**config.mk**
```make
export PLATFORM = sky130hd
export DESIGN_NAME = multicycle_controller_flat
export DESIGN_NICKNAME = d
export VERILOG_FILES = /design/src/rtl/multicycle_controller_if.sv /design/src/rtl/multicycle_controller.sv /design/src/flat_wrapper.sv
export SDC_FILE = /design/constraint.sdc
export NUM_CORES = 1
export LEC_CHECK = 0
export BUFFER_PORTS_ARGS = -buffer_cell sky130_fd_sc_hd__buf_2
export CAP_MARGIN = 10
export CORE_MARGIN = 2
export CORE_UTILIZATION = 54
export DETAILED_ROUTE_END_ITERATION = 10
export HOLD_SLACK_MARGIN = 0.03
export PLACE_DENSITY = 0.86
export SYNTH_ARGS = -nofsm -noshare
export SYNTH_HDL_FRONTEND = slang
export SYNTH_SLANG_ARGS = --single-unit
```
**constraint.sdc**
```tcl
create_clock -name clk -period 2.3 [get_ports clk]
set_clock_uncertainty 0.05 [all_clocks]
set_input_delay 0.345 -clock clk [delete_from_list [all_inputs] [get_ports clk]]
set_output_delay 0.345 -clock clk [all_outputs]
set_load 0.05 [all_outputs]
```
**src/rtl/multicycle_controller_if.sv**
```systemverilog
// Shared memory port between the multi-cycle controller and the memory system.
// Instruction fetch and data access both go through this one request/ready pair.
interface multicycle_controller_if;
    logic mem_req;
    logic mem_we;
    logic mem_addr_sel;
    logic mem_ready;

    modport master (
        output mem_req,
        output mem_we,
        output mem_addr_sel,
        input  mem_ready
    );

    modport slave (
        input  mem_req,
        input  mem_we,
        input  mem_addr_sel,
        output mem_ready
    );
endinterface

```
**src/rtl/multicycle_controller.sv**
```systemverilog
// Control FSM sequencing the RV32I multi-cycle datapath (FETCH/DECODE/EXEC/MEM/WB),
// with illegal-instruction and memory-timeout traps and a retired-instruction counter.
module multicycle_controller #(
    parameter int MEM_TIMEOUT = 16,
    parameter int CNT_W       = 32
) (
    input  logic                    clk,
    input  logic                    rst_n,
    input  logic                    run,
    input  logic [6:0]              opcode,
    input  logic [2:0]              funct3,
    input  logic                    is_branch,
    input  logic                    is_load,
    input  logic                    is_store,
    input  logic                    is_alu_op,
    input  logic                    branch_taken,
    multicycle_controller_if.master mem,
    output logic                    ir_write,
    output logic                    alu_a_sel,
    output logic                    alu_b_sel,
    output logic                    rf_we,
    output logic [1:0]              wb_sel,
    output logic                    pc_write,
    output logic                    pc_src,
    output logic                    retire,
    output logic [CNT_W-1:0]        instret,
    output logic                    trap,
    output logic [1:0]              trap_cause,
    output logic [2:0]              state
);

    typedef enum logic [2:0] {
        S_IDLE   = 3'd0,
        S_FETCH  = 3'd1,
        S_DECODE = 3'd2,
        S_EXEC   = 3'd3,
        S_MEM    = 3'd4,
        S_WB     = 3'd5,
        S_TRAP   = 3'd6
    } state_t;

    typedef enum logic [3:0] {
        C_R, C_I, C_LOAD, C_STORE, C_BRANCH, C_LUI, C_AUIPC, C_JAL, C_JALR
    } class_t;

    localparam logic [6:0] OP_R     = 7'b0110011;
    localparam logic [6:0] OP_LUI   = 7'b0110111;
    localparam logic [6:0] OP_AUIPC = 7'b0010111;
    localparam logic [6:0] OP_JAL   = 7'b1101111;
    localparam logic [6:0] OP_JALR  = 7'b1100111;

    localparam logic [1:0] WB_ALU = 2'd0;
    localparam logic [1:0] WB_MEM = 2'd1;
    localparam logic [1:0] WB_PC4 = 2'd2;
    localparam logic [1:0] WB_IMM = 2'd3;

    localparam logic [1:0] CAUSE_ILLEGAL = 2'd1;
    localparam logic [1:0] CAUSE_TIMEOUT = 2'd2;

    // The trap fires in the MEM_TIMEOUT-th consecutive stalled cycle, so mem_req
    // is high at most MEM_TIMEOUT cycles without mem_ready; ready in that cycle wins.
    localparam logic [7:0] WAIT_LIMIT = 8'(MEM_TIMEOUT - 1);

    state_t     state_q, state_d;
    class_t     cls_q, dec_cls;
    logic       dec_ok;
    logic [7:0] wait_q, wait_d;
    logic [1:0] cause_q, cause_d;
    logic       req, we, addr_sel;
    logic       mem_limit;
    state_t     boundary;

    assign mem.mem_req      = req;
    assign mem.mem_we       = we;
    assign mem.mem_addr_sel = addr_sel;

    assign mem_limit  = (wait_q == WAIT_LIMIT);
    assign boundary   = run ? S_FETCH : S_IDLE;
    assign state      = state_q;
    assign trap_cause = cause_q;
    assign trap       = (cause_q != 2'd0);

    // Opcode-identified classes take priority over the decoder's class flags.
    always_comb begin
        // NOTE: every combinational output gets a default first so no path leaves it
        // unassigned; an unassigned path would infer a latch.
        dec_cls = C_R;
        dec_ok  = 1'b1;
        if (opcode == OP_LUI) begin
            dec_cls = C_LUI;
        end else if (opcode == OP_AUIPC) begin
            dec_cls = C_AUIPC;
        end else if (opcode == OP_JAL) begin
            dec_cls = C_JAL;
        end else if (opcode == OP_JALR) begin
            dec_cls = C_JALR;
            dec_ok  = (funct3 == 3'b000);
        end else if (is_load) begin
            dec_cls = C_LOAD;
        end else if (is_store) begin
            dec_cls = C_STORE;
        end else if (is_branch) begin
            dec_cls = C_BRANCH;
            dec_ok  = (funct3 != 3'b010) && (funct3 != 3'b011);
        end else if (is_alu_op) begin
            dec_cls = (opcode == OP_R) ? C_R : C_I;
        end else begin
            dec_ok = 1'b0;
        end
    end

    always_comb begin
        state_d   = state_q;
        wait_d    = wait_q;
        cause_d   = cause_q;
        req       = 1'b0;
        we        = 1'b0;
        addr_sel  = 1'b0;
        ir_write  = 1'b0;
        alu_a_sel = 1'b0;
        alu_b_sel = 1'b0;
        rf_we     = 1'b0;
        wb_sel    = WB_ALU;
        pc_write  = 1'b0;
        pc_src    = 1'b0;
        retire    = 1'b0;

        unique case (state_q)
            S_IDLE: begin
                if (run) state_d = S_FETCH;
            end
            S_FETCH: begin
                req = 1'b1;
                if (mem.mem_ready) begin
                    ir_write = 1'b1;
                    wait_d   = 8'd0;
                    state_d  = S_DECODE;
                end else if (mem_limit) begin
                    cause_d = CAUSE_TIMEOUT;
                    state_d = S_TRAP;
                end else begin
                    wait_d = wait_q + 8'd1;
                end
            end
            S_DECODE: begin
                wait_d = 8'd0;
                if (dec_ok) begin
                    state_d = S_EXEC;
                end else begin
                    cause_d = CAUSE_ILLEGAL;
                    state_d = S_TRAP;
                end
            end
            S_EXEC: begin
                case (cls_q)
                    C_I, C_LOAD, C_STORE, C_JALR: alu_b_sel = 1'b1;
                    C_AUIPC, C_JAL, C_BRANCH: begin
                        alu_a_sel = 1'b1;
                        alu_b_sel = 1'b1;
                    end
                    default: ;
                endcase
                if (cls_q == C_BRANCH) begin
                    pc_write = 1'b1;
                    pc_src   = branch_taken;
                    retire   = 1'b1;
                    state_d  = boundary;
                end else if (cls_q == C_LOAD || cls_q == C_STORE) begin
                    state_d = S_MEM;
                end else begin
                    state_d = S_WB;
                end
            end
            S_MEM: begin
                req      = 1'b1;
                addr_sel = 1'b1;
                we       = (cls_q == C_STORE);
                if (mem.mem_ready) begin
                    wait_d = 8'd0;
                    if (cls_q == C_STORE) begin
                        pc_write = 1'b1;
                        retire   = 1'b1;
                        state_d  = boundary;
                    end else begin
                        state_d = S_WB;
                    end
                end else if (mem_limit) begin
                    cause_d = CAUSE_TIMEOUT;
                    state_d = S_TRAP;
                end else begin
                    wait_d = wait_q + 8'd1;
                end
            end
            S_WB: begin
                rf_we    = 1'b1;
                pc_write = 1'b1;
                retire   = 1'b1;
                state_d  = boundary;
                case (cls_q)
                    C_LOAD: wb_sel = WB_MEM;
                    C_JAL, C_JALR: begin
                        wb_sel = WB_PC4;
                        pc_src = 1'b1;
                    end
                    C_LUI:  wb_sel = WB_IMM;
                    default: wb_sel = WB_ALU;
                endcase
            end
            S_TRAP: ;
            default: state_d = S_IDLE;
        endcase
    end

    always_ff @(posedge clk or negedge rst_n) begin
        if (!rst_n) begin
            state_q <= S_IDLE;
            cls_q   <= C_R;
            wait_q  <= 8'd0;
            cause_q <= 2'd0;
            instret <= '0;
        end else begin
            // NOTE: sequential state uses non-blocking assignments so every register
            // samples the pre-edge values regardless of statement order.
            state_q <= state_d;
            wait_q  <= wait_d;
            cause_q <= cause_d;
            if (state_q == S_DECODE) cls_q <= dec_cls;
            if (retire) instret <= instret + CNT_W'(1);
        end
    end

endmodule

```
**src/flat_wrapper.sv**
```systemverilog
// flat-port wrapper written by rule: the top's interface ports become plain ports
module multicycle_controller_flat 
#(
    parameter int MEM_TIMEOUT = 16,
    parameter int CNT_W       = 32
)
  (clk, rst_n, run, opcode, funct3, is_branch, is_load, is_store, is_alu_op, branch_taken, ir_write, alu_a_sel, alu_b_sel, rf_we, wb_sel, pc_write, pc_src, retire, instret, trap, trap_cause, state, mem_mem_req, mem_mem_we, mem_mem_addr_sel, mem_mem_ready);
  multicycle_controller_if mem_i ();
  input  logic clk;
  input  logic rst_n;
  input  logic run;
  input  logic [6:0] opcode;
  input  logic [2:0] funct3;
  input  logic is_branch;
  input  logic is_load;
  input  logic is_store;
  input  logic is_alu_op;
  input  logic branch_taken;
  output logic ir_write;
  output logic alu_a_sel;
  output logic alu_b_sel;
  output logic rf_we;
  output logic [1:0] wb_sel;
  output logic pc_write;
  output logic pc_src;
  output logic retire;
  output logic [CNT_W-1:0] instret;
  output logic trap;
  output logic [1:0] trap_cause;
  output logic [2:0] state;
  output wire logic [$bits(mem_i.mem_req)-1:0] mem_mem_req;
  output wire logic [$bits(mem_i.mem_we)-1:0] mem_mem_we;
  output wire logic [$bits(mem_i.mem_addr_sel)-1:0] mem_mem_addr_sel;
  input wire logic [$bits(mem_i.mem_ready)-1:0] mem_mem_ready;
  assign mem_mem_req = mem_i.mem_req;
  assign mem_mem_we = mem_i.mem_we;
  assign mem_mem_addr_sel = mem_i.mem_addr_sel;
  assign mem_i.mem_ready = mem_mem_ready;
  multicycle_controller #(.MEM_TIMEOUT(MEM_TIMEOUT), .CNT_W(CNT_W)) u_core (.clk(clk), .rst_n(rst_n), .run(run), .opcode(opcode), .funct3(funct3), .is_branch(is_branch), .is_load(is_load), .is_store(is_store), .is_alu_op(is_alu_op), .branch_taken(branch_taken), .mem(mem_i), .ir_write(ir_write), .alu_a_sel(alu_a_sel), .alu_b_sel(alu_b_sel), .rf_we(rf_we), .wb_sel(wb_sel), .pc_write(pc_write), .pc_src(pc_src), .retire(retire), .instret(instret), .trap(trap), .trap_cause(trap_cause), .state(state));
endmodule
```
==> results.json, run 1 <==
{
  "start_util": 0.5613,
  "hpwl_mm": 4.579,
  "slowest_delay_ns": 0.53,
  "synth_warnings": 0,
  "hold_violations": 0,
  "grt_max_degree": 31,
  "p_total_w": 0.003315,
  "criticalPathCategory": "flop to output pin",
  "layout_commonest_cell": "buf_2",
  "port_buffers": 68,
  "final_cells": 446,
  "via_count": 2465,
  "die_area_sq_um": 5944,
  "status": "completed",
  "htreeDepth": 2,
  "clockPowerShare": 0.193,
  "fin_nets": 396,
  "vias_per_cell": 5.527,
  "crit_path_cell_trace": "or4b_4 -> o22a_4 -> nand2_2 -> buf_6",
  "multi_input_area_sq_um": 1564,
  "cts-buffers-inserted": 5,
  "final_area_sq_um": 3522,
  "tightest_slew_ns": 0.6645,
  "async_flop_share": 1.000,
  "detailed_place.area_sq_um": 3353,
  "seq_area_sq_um": 1230,
  "rsz0062_at_grt": "no",
  "drv_cap": 0,
  "grt_antenna_before_repair": 0,
  "peakVddDrop_v": 0.0006911,
  "wl_mm": 6.103,
  "cp-start-kind": "flop",
  "synthesis.area_sq_um": 2885,
  "synth_flop_cell": "dfrtp_1",
  "areaGrowthSynthToFinish_pct": 22.07,
  "p_int_w": 0.001832,
  "synth_edf_count": 0,
  "synth.distinct_cells": 57,
  "ys_ff_latch": 49,
  "cp.arrival_ns": 1.87,
  "syn-num-nets": 317,
  "drive_above_1_share": 0.3324,
  "fin_crit_sh": 0.9848,
  "relSlewSlack": 0.5570,
  "cts.clk_slew.worst_paths_ns": 0.09,
  "cp.required_ns": 1.90,
  "synthCells": 296,
  "dp.cells": 435,
  "combPwrFrac": 0.465,
  "cts_sinks": 49,
  "avgSynthCellArea_sq_um": 9.748,
  "routedWlPerCell_um": 13.68,
  "ioPinCount": 69,
  "gp_congestion": 0.8174,
  "min_path_type": "primary input to async pin",
  "cts_root_buf": "clkbuf_8",
  "postRouteAntennaNets": 0,
  "grt_pass1_vias": 2307,
  "drt_first_pass_iters": 4,
  "setup_viol": 0,
  "die-width_um": 77.10,
  "max_freq_ghz": 0.4415,
  "cts_tree": "built",
  "overflow": 0,
  "powerDensity_nw_per_um2": 941.3,
  "clockBufferDepth": 2,
  "fill_cells": 433,
  "grt_pass1_wl_mm": 10.39,
  "drc": 0,
  "first_iter_violations": 108,
  "critPathMaxFanout": 6,
  "die_height_um": 77.10,
  "layout_common_cells": "65 x buf_2, 46 x dfrtp_1, 24 x nor2_1",
  "leakage_nw": 1.656,
  "switching_power_w": 0.001483,
  "critPathSlowestCell": "or4b_4",
  "switching_share": 0.4474,
  "slew_violations": 0,
  "fp.coreArea_sq_um": 5140,
  "seq_power_share": 0.342,
  "antenna_cells": 0,
  "clock_latency_ns": 0.30,
  "row_count": 26,
  "endpoint_kind": "output pin",
  "layout_min_cycle_time_ns": 2.265,
  "yosysSeqAreaShare": 0.4250,
  "finalSetupTns_ns": 0,
  "groute.usage.overall": 0.2131
}
## power by group through the flow
| stage | clock, W | sequential, W | combinational, W |
|---|---|---|---|
| 2_1_floorplan | 0 | 0.00131 | 0.000958 |
| 3_3_place_gp | 0 | 0.00113 | 0.00145 |
| 3_5_place_dp | 0 | 0.00114 | 0.00148 |
| 4_1_cts | 0.000660 | 0.00113 | 0.00153 |
| 5_1_grt | 0.000695 | 0.00116 | 0.00166 |
| 6_report | 0.000640 | 0.00113 | 0.00154 |
## critical path, delay by kind of cell, from the launching register on
family	cells	cell delay [ns]
buffers and inverters	1	0.17
AOI/OAI and AO/OA	1	0.29
and+or+nand+nor	2	0.64
DFF	1	0.45
## flip-flops by register name, summed over array words and instances (netlist names)
register	flops
u_core.cls_q	4
u_core.state	3
u_core.instret	32
u_core.wait_q	8
u_core.trap_cause	2
## cell usage after synthesis (2+ instances only)
cell type / instances / area [sq um]
nand2b_1: 3 / 18.77
nand2_1: 17 / 63.81
xnor2_1: 18 / 157.7
and2_1: 2 / 12.51
a21oi_1: 10 / 50.05
nor4_2: 4 / 50.05
nor2_1: 24 / 90.09
o21ai_0: 19 / 95.09
or2_2: 2 / 12.51
a221oi_1: 2 / 17.52
buf_6: 2 / 22.52
nor4_1: 2 / 12.51
nor3_1: 13 / 65.06
o2111ai_1: 2 / 17.52
inv_1: 14 / 52.55
nor3b_1: 4 / 30.03
a31oi_1: 3 / 18.77
ha_1: 2 / 25.02
nand4_1: 8 / 50.05
xor2_1: 20 / 175.2
clkbuf_1: 3 / 11.26
nor3_2: 7 / 70.07
buf_2: 4 / 20.02
nand3b_1: 2 / 15.01
nor2b_1: 8 / 50.05
dfrtp_1: 49 / 1226
or3_1: 3 / 18.77
and3_1: 5 / 31.28
a21o_1: 2 / 15.01
buf_4: 2 / 15.01
nand3_1: 12 / 60.06
mux2_2: 2 / 22.52
o211ai_4: 2 / 42.54
## metrics by stage
| step | util | hold WS (ns) | worst slack (ns) |
|---|---|---|---|
| finish | 0.6852 | 0.01405 | 0.03493 |
| global route | 0.6852 | 0.05948 | 0.0003553 |
| CTS | 0.6833 | 0.03776 | 0.01550 |
| detailed placement | 0.6524 | 0.3727 | 0.1981 |
| global placement | 0.6524 | 0.3596 | 0.2373 |
| floorplan | - | -0.0005911 | 0.05194 |
## routing by layer
layer,vias up,share of wire,track usage
met4,0,0.013,0.05893
li1,1214,-,-
met3,8,0.043,0.03765
met5,-,0,0
met1,1181,0.44,0.2726
met2,62,0.50,0.3719
## cells by family after synthesis
group                      share of synthesized area
AOI/OAI and AO/OA                             0.1422
and+or+nand+nor                               0.2554
xor gates and xnor gates                      0.1154
DFF                                           0.4250
adders and majority gates                   0.008672
buffers and inverters                        0.04206
muxes                                        0.01127
## worst paths after layout
path,from,end,cells after the start,slack (ns)
setup / recovery,u_core.cls_q[3],pc_write,4,0.03
hold / removal,rst_n,u_core.instret[1],1,0.01
setup reg to reg,u_core.instret[3],u_core.instret[25],5,0.27
hold reg to reg,u_core.instret[31],u_core.instret[31],1,0.42
max in group asynchronous,rst_n,u_core.trap_cause[0],2,1.56
min in group clk,is_branch,u_core.cls_q[2],3,0.27
## final cells by class
type	instances	area share
Multi-Input combinational cell	222	0.4440
Clock buffer	6	0.02345
Timing Repair Buffer	83	0.1329
Inverter	14	0.01492
Sequential cell	49	0.3492
Clock inverter	2	0.01066
Tap cell	70	0.02487
## what timing repair did
action / CTS / global route
setup endpoints to repair: 2 / 3
pin swaps: 1 / 0
resized for setup: 7 / 2
setup buffers: 2 / 1
hold buffers: 0 / 0
No activity file was read; power rests on OpenSTA's default activity.
==> run 2: changes to the inputs <==
==> constraint.sdc (replaced) <==
create_clock -name clk -period 2.3 [get_ports clk]
set_clock_uncertainty 0.05 [all_clocks]
set_input_delay 0.23 -clock clk [delete_from_list [all_inputs] [get_ports clk]]
set_output_delay 0.23 -clock clk [all_outputs]
set_load 0.05 [all_outputs]
==> results.json, run 2 (same netlist as run 1, synthesis figures left out) <==
{
  "antenna_cells": 0,
  "clockBufferDepth": 2,
  "grt_pass1_wl_mm": 10.30,
  "whs_ns": 0.1603,
  "reg.largest.list": "u_core.instret: 32 flops, u_core.wait_q: 8 flops, u_core.cls_q: 4 flops",
  "overflow": 0,
  "groute.usage.overall": 0.2112,
  "drive_above_1_share": 0.3145,
  "cp-start-kind": "flop",
  "fin_crit_sh": 0.9864,
  "areaGrowthSynthToFinish_pct": 19.34,
  "drc": 0,
  "fp.coreArea_sq_um": 5140,
  "endpoint_kind": "output pin",
  "critPathMaxFanout": 9,
  "wl_mm": 6.103,
  "min_path_type": "primary input to flop",
  "layout_min_cycle_time_ns": 2.269,
  "dp.cells": 432,
  "finalWorstSetupSlack_ns": 0.03127,
  "layout_commonest_cell": "buf_2",
  "final_cells": 442,
  "rrSetupSlack_ns": 0.22,
  "powerDensity_nw_per_um2": 909.7,
  "criticalPathCategory": "flop to output pin",
  "die_height_um": 77.10,
  "cts_tree": "built",
  "p_total_w": 0.003132,
  "slew_violations": 0,
  "cts.clk_slew.worst_paths_ns": 0.09,
  "first_iter_violations": 93,
  "cts_root_buf": "clkbuf_8",
  "gp_congestion": 0.8324,
  "largest_register_ffs": 32,
  "tightest_slew_ns": 0.6092,
  "hold_violations": 0,
  "htreeDepth": 2,
  "hpwl_mm": 4.499,
  "start_util": 0.5613,
  "grt_antenna_before_repair": 0,
  "cts-buffers-inserted": 5,
  "setup_viol": 0,
  "fin_nets": 392,
  "vias_per_cell": 5.536,
  "ioPinCount": 69,
  "cp.arrival_ns": 1.99,
  "grt_pass1_vias": 2320,
  "status": "completed",
  "cp.required_ns": 2.02,
  "fin_util": 0.6699,
  "peakVddDrop_v": 0.0005853,
  "port_buffers": 68,
  "top_register": "u_core.instret",
  "layout_common_cells": "66 x buf_2, 48 x dfrtp_1, 24 x nor2_1",
  "leakage_nw": 1.621,
  "grt_max_degree": 50,
  "drv_cap": 0,
  "routedWlPerCell_um": 13.81,
  "row_count": 26,
  "relSlewSlack": 0.5938,
  "die_area_sq_um": 5944,
  "cts_sinks": 49,
  "die-width_um": 77.10,
  "rsz0062_at_grt": "yes",
  "max_freq_ghz": 0.4408,
  "via_count": 2447,
  "pre_cts_slack_ns": 0.2242,
  "drt_first_pass_iters": 6,
  "postRouteAntennaNets": 0,
  "clock_latency_ns": 0.31
}
## run 2: worst max-delay path, cell delays in order (launching register included)
cell	delay (ns)
dfrtp_2	0.47
or4b_4	0.56
o22a_1	0.29
nand2_2	0.14
buf_4	0.22
## run 2: power by group
group / internal (W) / switching [W] / leakage (nW) / total (W)
Sequential: 0.000966 / 0.000181 / 0.615 / 0.00115
Clock: 0.000216 / 0.000301 / 0.0445 / 0.000517
Combinational: 0.000471 / 0.000997 / 0.962 / 0.00147
## run 2: metal layers
layer	global-route usage	vias up	share of wire
met5	0	-	0
met4	0.07679	0	0.020
met3	0.04353	11	0.051
met2	0.3588	71	0.49
met1	0.2668	1159	0.44
li1	-	1206	-
## run 2: area by class of cell
class	count	area, sq um
Multi-Input combinational cell	222	1555
Inverter	14	52.55
Clock inverter	3	21.27
Timing Repair Buffer	79	430.4
Fill cell	438	1697
Tap cell	70	87.58
Sequential cell	49	1227
Clock buffer	5	68.82
## run 2: stage by stage
stage / setup TNS [ns] / instance area, sq um
finish: 0 / 3443
global route: -0.04716 / 3443
CTS: -0.1087 / 3430
detailed placement: 0 / 3329
global placement: 0 / 3329
floorplan: -0.003388 / 2903
## run 2: final timing paths
kind                                     from  depth (start not counted)                  to
setup reg to reg              u_core.cls_q[0]                          5  u_core.instret[15]
max in group asynchronous               rst_n                          3     u_core.cls_q[0]
hold reg to reg            u_core.instret[31]                          1  u_core.instret[31]
hold / removal                      is_branch                          3     u_core.cls_q[2]
min in group asynchronous               rst_n                          3   u_core.instret[5]
setup / recovery              u_core.cls_q[0]                          4            pc_write
## run 2: what timing repair did
action                                  in CTS  in global routing
pin swaps                                    0                  0
hold endpoints to repair                    49                  0
endpoints found under the setup margin       2                  2
gates cloned                                 0                  0
buffers inserted                             0                  1
gates resized for setup                      0                  5
hold buffers                                 1                  0
==> run 3: changes to the inputs <==
--- a/config.mk
+++ b/config.mk
@@ -5,10 +5,11 @@
 export SDC_FILE = /design/constraint.sdc
 export NUM_CORES = 1
 export LEC_CHECK = 0
+export ABC_AREA = 1
 export BUFFER_PORTS_ARGS = -buffer_cell sky130_fd_sc_hd__buf_2
 export CAP_MARGIN = 10
 export CORE_MARGIN = 2
-export CORE_UTILIZATION = 54
+export CORE_UTILIZATION = 55
 export DETAILED_ROUTE_END_ITERATION = 10
 export HOLD_SLACK_MARGIN = 0.03
 export PLACE_DENSITY = 0.86
==> results.json, run 3 <==
{
  "clock_latency_ns": 0.31,
  "cts.clk_slew.worst_paths_ns": 0.09,
  "powerDensity_nw_per_um2": 384.7,
  "whs_ns": 0.1645,
  "endpoint_kind": "output pin",
  "setup_viol": 0,
  "row_count": 28,
  "peakVddDrop_v": 0.0002862,
  "max_freq_ghz": 0.4670,
  "groute.usage.overall": 0.2419,
  "rrSetupSlack_ns": 0.48,
  "crit_path_cell_trace": "nor2_1 -> nand2_1 -> inv_2 -> nand4_4 -> nand2_8 -> buf_2",
  "routedWlPerCell_um": 12.09,
  "fin_crit_sh": 0.9311,
  "first_iter_violations": 213,
  "htreeDepth": 2,
  "crit_end": "pc_write",
  "critPathMaxFanout": 37,
  "cp.arrival_ns": 1.86,
  "synthTopCellsByCount": "170 x nand2_1, 56 x nor2_1, 54 x inv_1",
  "synth.distinct_cells": 37,
  "postRouteAntennaNets": 0,
  "start_util": 0.5612,
  "via_count": 3207,
  "rsz0062_at_grt": "no",
  "grt_pass1_vias": 2891,
  "fp.coreArea_sq_um": 5851,
  "post-cts-setup-buffer-count": 0,
  "layout_commonest_cell": "nand2_1",
  "synthesis.area_sq_um": 3283,
  "slew_violations": 0,
  "synth_warnings": 0,
  "finalWorstSetupSlack_ns": 0.1585,
  "r2r-start": "u_core.instret[0]",
  "cp-start-kind": "flop",
  "reg2reg_to": "u_core.instret[16]",
  "avgSynthCellArea_sq_um": 6.869,
  "min_path_type": "primary input to flop",
  "cts_root_buf": "clkbuf_8",
  "largest_register_ffs": 32,
  "drive_above_1_share": 0.1906,
  "async_flop_share": 1.000,
  "seq_area_sq_um": 1226,
  "fill_cells": 537,
  "overflow": 0,
  "detailed_place.area_sq_um": 3696,
  "grt_pass1_wl_mm": 12.63,
  "drc": 0,
  "wl_mm": 7.566,
  "ctsHoldBuffers": 1,
  "ys_ff_latch": 49,
  "gp_congestion": 0.9055,
  "cts_tree": "built",
  "yosysTopAreaCell": "dfrtp_1",
  "pre_cts_slack_ns": 0.4961,
  "grt_antenna_before_repair": 0,
  "port_buffers": 68,
  "multi_input_area_sq_um": 1795,
  "drt_first_pass_iters": 4,
  "critPathSlowestCell": "dfrtp_1",
  "die_height_um": 81.26,
  "reg2reg_depth": 10,
  "startpoint": "u_core.state[1]",
  "die_area_sq_um": 6603,
  "antenna_cells": 0,
  "synthCells": 478,
  "drv_cap": 0,
  "clockBufferDepth": 2,
  "die-width_um": 81.26,
  "criticalPathCategory": "flop to output pin",
  "areaGrowthSynthToFinish_pct": 15.62,
  "cp.required_ns": 2.02,
  "hold_violations": 0,
  "cts_sinks": 49,
  "yosysMostFrequentCell": "nand2_1",
  "synth_edf_count": 0,
  "yosysSeqAreaShare": 0.3735,
  "synth_area_leaders": "dfrtp_1 37%, nand2_1 19%, nor2_1 6.4%",
  "layout_common_cells": "170 x nand2_1, 68 x buf_2, 56 x nor2_1",
  "slowest_delay_ns": 0.45,
  "reg.largest.list": "u_core.instret: 32 flops, u_core.wait_q: 8 flops, u_core.cls_q: 4 flops",
  "fin_nets": 571,
  "status": "completed",
  "grt_max_degree": 38,
  "leakage_nw": 1.954,
  "netlist.area_leader.share": 0.3735,
  "vias_per_cell": 5.123,
  "hpwl_mm": 6.032,
  "syn-num-nets": 499,
  "tightest_slew_ns": 0.5472,
  "cts-resized-gates": 0,
  "top_register": "u_core.instret",
  "synth_flop_cell": "dfrtp_1",
  "cts-buffers-inserted": 5,
  "final_area_sq_um": 3796,
  "relSlewSlack": 0.6338,
  "ioPinCount": 69,
  "layout_min_cycle_time_ns": 2.141
}
-- run 3: changes by cell type in the layout (fill, tap and decap cells not counted), sizes merged, moves of 10 or more --
cell	delta
nand3	+20
nand2	+156
nor2	+38
xnor2	-10
inv	+44
-- run 3: worst min path at each step --
stage                        endpoint  depth (start not counted)  slack (ns)      start
floorplan             u_core.cls_q[0]                          0       -0.12      rst_n
global placement    u_core.instret[5]                          1        0.14      rst_n
detailed placement  u_core.instret[4]                          1        0.14      rst_n
CTS                   u_core.cls_q[2]                          3        0.16  is_branch
global route          u_core.cls_q[2]                          3        0.16  is_branch
finish                u_core.cls_q[2]                          3        0.16  is_branch
-- run 3: critical path: cells and delay by family, from the launching register on --
kind | cells | cell delay [ns]
AND/OR/NAND/NOR | 4 | 0.67
flip-flops | 1 | 0.45
buffers and inverters | 2 | 0.43
-- run 3: stage by stage --
stage | setup TNS [ns] | instances | total power, W | util
after floorplan | -0.2194 | 478 | 0.0009002 | -
after global placement | 0 | 617 | 0.0009401 | 0.6317
after detailed placement | 0 | 617 | 0.0009420 | 0.6317
after CTS | 0 | 626 | 0.001475 | 0.6488
after global routing | 0 | 626 | 0.001520 | 0.6488
final | 0 | 626 | 0.001460 | 0.6488
-- run 3: per-layer routing --
metal	global-route usage	vias to the layer above	share of wire
met4	0.05254	0	0.014
met5	0	-	0
li1	-	1654	-
met3	0.05000	13	0.057
met2	0.4287	94	0.50
met1	0.3021	1446	0.43
-- run 3: layout make-up --
| cell class | instances | share of cell area |
|---|---|---|
| sequential | 49 | 0.3230 |
| clock inverter | 3 | 0.005603 |
| inverter | 60 | 0.05933 |
| timing repair buffer | 71 | 0.09624 |
| tap | 75 | 0.02472 |
| clock buffer | 5 | 0.01813 |
| multi-input combinational | 363 | 0.4730 |
-- run 3: logic make-up after synthesis --
logic type | Yosys count | synth area share
AND/OR/NAND/NOR | 307 | 0.4234
buffers and inverters | 66 | 0.08498
flip-flops | 49 | 0.3735
AO/OA/AOI/OAI | 34 | 0.05717
XOR/XNOR | 20 | 0.05335
adder cells (fa/ha/maj) | 2 | 0.007621
-- run 3: power by group --
part / switching [W] / total (W) / internal [W]
Combinational: 0.0000417 / 0.0000638 / 0.0000220
Sequential: 0 / 0.000861 / 0.000861
Clock: 0.000319 / 0.000536 / 0.000217
